[src/rtl/serial_add_scheduler.sv]
// Round-robin scheduler that shares one bit-serial adder between two requesters.
// Optional subtract mode is enabled with the SERIAL_SUB_EN macro.
module serial_add_scheduler #(
  parameter int WIDTH = 8
) (
  input  logic             clk,
  input  logic             rst,
  input  logic             req0,
  input  logic [WIDTH-1:0] a0,
  input  logic [WIDTH-1:0] b0,
  output logic             ack0,
  input  logic             req1,
  input  logic [WIDTH-1:0] a1,
  input  logic [WIDTH-1:0] b1,
  output logic             ack1,
`ifdef SERIAL_SUB_EN
  input  logic             sub0,
  input  logic             sub1,
  output logic             res_sub,
`endif
  output logic             busy,
  output logic             res_valid,
  input  logic             res_ready,
  output logic             res_id,
  output logic [WIDTH-1:0] sum,
  output logic             cout
);

  localparam int CW = $clog2(WIDTH);
  localparam logic [CW-1:0] LAST_CNT = CW'(WIDTH - 1);

  typedef enum logic [1:0] {
    S_IDLE  = 2'd0,
    S_SHIFT = 2'd1,
    S_DONE  = 2'd2
  } state_t;

  state_t           r_state;
  state_t           w_state_nxt;
  logic [WIDTH-1:0] r_a;
  logic [WIDTH-1:0] r_b;
  logic [WIDTH-1:0] r_sum;
  logic             r_carry;
  logic             r_cout;
  logic [CW-1:0]    r_cnt;
  logic             r_last_gnt;
  logic             r_ack0;
  logic             r_ack1;
  logic             r_res_id;
  logic             r_res_valid;
  logic             r_busy;
  logic             w_req_any;
  logic             w_gnt_id;
  logic             w_sub_sel;
  logic [WIDTH-1:0] w_a_sel;
  logic [WIDTH-1:0] w_b_sel;
  logic             w_s;
  logic             w_c;
  logic             w_last;
`ifdef SERIAL_SUB_EN
  logic             r_res_sub;
`endif

  function automatic logic maj3(input logic x, input logic y, input logic z);
    return (x & y) | (x & z) | (y & z);
  endfunction

  // Arbitration, operand selection and the single-bit full adder
  always_comb begin
    w_req_any = req0 | req1;
    if (req0 && req1) begin
      w_gnt_id = ~r_last_gnt;
    end else if (req1) begin
      w_gnt_id = 1'b1;
    end else begin
      w_gnt_id = 1'b0;
    end
`ifdef SERIAL_SUB_EN
    w_sub_sel = w_gnt_id ? sub1 : sub0;
`else
    w_sub_sel = 1'b0;
`endif
    // Subtraction is A + ~B + 1: invert B here, seed carry with 1 on load.
    w_a_sel = w_gnt_id ? a1 : a0;
    w_b_sel = (w_gnt_id ? b1 : b0) ^ {WIDTH{w_sub_sel}};
    w_s     = r_a[0] ^ r_b[0] ^ r_carry;
    w_c     = maj3(r_a[0], r_b[0], r_carry);
    w_last  = (r_cnt == LAST_CNT);
  end

  // Next-state logic
  always_comb begin
    w_state_nxt = r_state;
    case (r_state)
      S_IDLE: begin
        if (w_req_any) begin
          w_state_nxt = S_SHIFT;
        end else begin
          w_state_nxt = S_IDLE;
        end
      end
      S_SHIFT: begin
        if (w_last) begin
          w_state_nxt = S_DONE;
        end else begin
          w_state_nxt = S_SHIFT;
        end
      end
      S_DONE: begin
        if (res_ready) begin
          w_state_nxt = S_IDLE;
        end else begin
          w_state_nxt = S_DONE;
        end
      end
      default: w_state_nxt = S_IDLE;
    endcase
  end

  // State register with registered status flags
  always_ff @(posedge clk or negedge rst) begin
    if (!rst) begin
      r_state     <= S_IDLE;
      r_busy      <= 1'b0;
      r_res_valid <= 1'b0;
    end else begin
      r_state     <= w_state_nxt;
      r_busy      <= (w_state_nxt != S_IDLE);
      r_res_valid <= (w_state_nxt == S_DONE);
    end
  end

  // Operand load, serial add datapath and result registers
  always_ff @(posedge clk or negedge rst) begin
    if (!rst) begin
      r_a        <= '0;
      r_b        <= '0;
      r_sum      <= '0;
      r_carry    <= 1'b0;
      r_cout     <= 1'b0;
      r_cnt      <= '0;
      r_last_gnt <= 1'b1;
      r_ack0     <= 1'b0;
      r_ack1     <= 1'b0;
      r_res_id   <= 1'b0;
`ifdef SERIAL_SUB_EN
      r_res_sub  <= 1'b0;
`endif
    end else begin
      r_ack0 <= 1'b0;
      r_ack1 <= 1'b0;
      case (r_state)
        S_IDLE: begin
          if (w_req_any) begin
            r_a        <= w_a_sel;
            r_b        <= w_b_sel;
            r_carry    <= w_sub_sel;
            r_cnt      <= '0;
            r_last_gnt <= w_gnt_id;
            r_res_id   <= w_gnt_id;
            r_ack0     <= ~w_gnt_id;
            r_ack1     <= w_gnt_id;
`ifdef SERIAL_SUB_EN
            r_res_sub  <= w_sub_sel;
`endif
          end
        end
        S_SHIFT: begin
          r_a     <= {1'b0, r_a[WIDTH-1:1]};
          r_b     <= {1'b0, r_b[WIDTH-1:1]};
          r_sum   <= {w_s, r_sum[WIDTH-1:1]};
          r_carry <= w_c;
          r_cnt   <= r_cnt + CW'(1);
          if (w_last) begin
            r_cout <= w_c;
          end
        end
        S_DONE: begin
          r_cnt <= r_cnt;
        end
        default: begin
          r_cnt <= '0;
        end
      endcase
    end
  end

  assign ack0      = r_ack0;
  assign ack1      = r_ack1;
  assign busy      = r_busy;
  assign res_valid = r_res_valid;
  assign res_id    = r_res_id;
  assign sum       = r_sum;
  assign cout      = r_cout;
`ifdef SERIAL_SUB_EN
  assign res_sub   = r_res_sub;
`endif

endmodule

[config.mk]
export PLATFORM = sky130hd
export DESIGN_NAME = serial_add_scheduler
export DESIGN_NICKNAME = d
export VERILOG_FILES = /design/src/rtl/serial_add_scheduler.sv
export SDC_FILE = /design/constraint.sdc
export NUM_CORES = 1
export LEC_CHECK = 0
export CAP_MARGIN = 20
export CORE_ASPECT_RATIO = 0.5
export CORE_MARGIN = 2
export CORE_UTILIZATION = 42
export DETAILED_ROUTE_END_ITERATION = 7
export PLACE_DENSITY = 0.74
export RECOVER_POWER = 50
export SYNTH_ARGS = -nofsm -noshare
export SYNTH_HDL_FRONTEND = slang
export SYNTH_SLANG_ARGS = --single-unit
[constraint.sdc]
create_clock -name clk -period 1.41 [get_ports clk]
set_input_delay 0.3525 -clock clk [delete_from_list [all_inputs] [get_ports clk]]
set_output_delay 0.3525 -clock clk [all_outputs]
set_load 0.01 [all_outputs]
==> run metrics <==
die height roughly 50 um; Die Wd between 90 and 100 um; mean routed wirelength per cell around 16 um; Setup CP Type flop to output port; Cell variety after synth 29; clock root cell clkbuf_8; ys async rst share 100%; first-pass GRT wire length ~6600 um; Synth Area in XOR/XNOR 0%; Adder-Cell Fraction of Synth Area under 10%; Clock Skews between 0.009 and 0.01 ns; commonest non-fill, non-tap cell in the layout dfrtp_1; Pwr per Cell Area between 1500 and 2000 nW/um^2; multi-input logic area roughly 700 um^2; Worst Tran Pin Value between 0.8 and 0.9 ns; H-tree lvl count 2; Peak VDD IR around 0.00094 V; Hold WC Path Type input pin to async pin; placement row count 16; max-cap viol count 0; Buffers & Inverters on Critical Path 1; setup TNS 0 ns; GR Util met2 a little under a third; Yosys reg bits 37; GR peak layer met2; syn nets approximately 180; Mapped Cells ~140; DR vias/cell 5.31; worst-path cell chain dlygate4sd2_1; Clock Latency Late Sink roughly 0.30 ns; Diodes inserted 0; Slew Viols, Final 0; Synth Area in Compound Gates roughly 16%; fin util 63.9%; Syn Area/Cell between 10 and 15 um^2; CP max stage delay around 0.41 ns; hold slack final 0.263 ns; gr ovfl total 0; clk slew on worst S/H paths roughly 0.080 ns; Num CTS Buffers 5; RSZ-0062 raised after global routing no; pre-CTS setup slack -0.342 ns; Residual DRC 0; routed wire length approximately 4100 um; Initial DRC Count about 80; Rel. slew slack 40.4%; GP Congestion between 0.7 and 0.8; crit-path leading delay family flip-flops; crit path DAT 1.00 ns; static leakage between 0.001 and 0.0015 uW; DP Area about 2300 um^2; HPWL Detailed 2700 um; Final ANT Viol Nets 0; clk sinks 37; Final setup viols 0; GR Util met3 roughly 5%; largest family of logic cells by synthesized area compound AO/OA/AOI/OAI gates; die area roughly 4600 um^2; largest net degree at the start of global routing 38; Crit path required time ~1.1 ns; most frequent cells in the layout 36 x dfrtp_1, 33 x clkdlybuf4s50_1, 17 x nand2_1; GR Layer Usage met1 25.0%; initial antenna violation count 0; Yosys Warn Count 0; startpoint types flop; period utilization 95.7%; Syn Std Cell Area 1700 um^2; worst setup margin roughly 0.060 ns; Synth Area in Simple Gates ~6.6%; Peak Freq 741 MHz; IO Count around 50; IO buf count 50; top_reg_cell synth dfrtp_1; drt first pass iters 4; Clock Path Buffers 2; Core Box Area 3880 um^2; status complete, no violations; Post-synth EDFFs 0; CTS tree built; post-synthesis mux area share between 15 and 20%; Critical-path top delay cell dfrtp_1; Critical Path End Type output port; sequential standard cell area 927 um^2; Starting Density about 44%; fin nets 245; final hold vios 0; Tmin final between 1 and 1.5 ns; DR vias between 1000 and 1500; number of global-route vias before repair 1384; Seq/Total Area, Yosys about 55%; Syn-to-layout area delta 46.1%; Max FO, Critical Path 3; Global Route Usage Sum between 10% and 20%; Final Instance Area about 2500 um^2; share of layout cells above drive strength 1 between 20% and 30%; Filler Cell Count 323
==> cell usage after synthesis, drive strengths merged, types with 2 or more instances <==
cell     instances  area [um^2]
dfrtp           36          901
nand2           18         67.6
mux2i           16          160
o21ai           15         78.8
o211ai          14          105
mux2            10          113
buf              6         56.3
a22o             3         26.3
clkbuf           3         12.5
nor2             3         11.3
a21oi            2         10.0
ha               2         25.0
o2bb2ai          2         17.5
==> metrics by stage <==
| stage | instances | power, uW |
|---|---|---|
| detailed placement | 249 | 3830 |
| CTS | 260 | 4550 |
| finish | 260 | 4550 |
| global placement | 249 | 3750 |
| global route | 260 | 4850 |
| floorplan | 141 | 2920 |
==> where the power goes <==
group	internal (uW)	switching [uW]
registers	1510	260
clock network	341	394
logic	1150	893
total	3000	1550
==> path summary, 6_finish.rpt <==
| check | start | endpoint | slack (ns) | depth (start not counted) |
|---|---|---|---|---|
| hold / removal | rst | sum[6] | 0.26 | 2 |
| min in group clk | res_id | res_id | 0.48 | 1 |
| setup reg to reg | r_last_gnt | res_id | 0.07 | 4 |
| hold reg to reg | res_id | res_id | 0.48 | 1 |
| max in group asynchronous | rst | busy | 0.59 | 2 |
| setup / recovery | sum[5] | sum[5] | 0.06 | 1 |
==> metal layers <==
layer	routed length, um	part of all wire [%]	vias up
met3	242	5.9	9
met1	1800	44	698
met4	65	1.6	0
met2	2000	49	35
li1	-	-	639
met5	0	0	-
==> flip-flops by register name, summed over array words and instances (netlist names) <==
| name | cells |
|---|---|
| r_cnt | 3 |
| ack1 | 1 |
| res_id | 1 |
| r_b | 8 |
| sum | 8 |
| r_last_gnt | 1 |
| r_state | 2 |
| busy | 1 |
| r_carry | 1 |
| r_a | 8 |
| ack0 | 1 |
| res_valid | 1 |
| cout | 1 |
==> final cells by class <==
cell class              count  share of cell area (%)
well taps                  54                    2.72
clock inverters             3                   0.706
multi-input cells          95                    29.0
repair buffers             66                    27.4
clock buffers               5                    2.77
flip-flops and latches     37                    37.4
==> cell families after synthesis <==
family                   after synthesis
buffers and inverters                  9
AO/OA/AOI/OAI                         40
AND/OR/NAND/NOR                       26
adder cells (fa/ha/maj)                3
flip-flops                            37
multiplexers                          26
==> what timing repair did <==
item	in CTS	in global routing
gates cloned	2	0
resized for setup	17	2
setup buffers	1	0
setup endpoints to repair	22	3
pin swaps	1	0
hold buffers	0	0
Power figures use the tool's default switching activity.
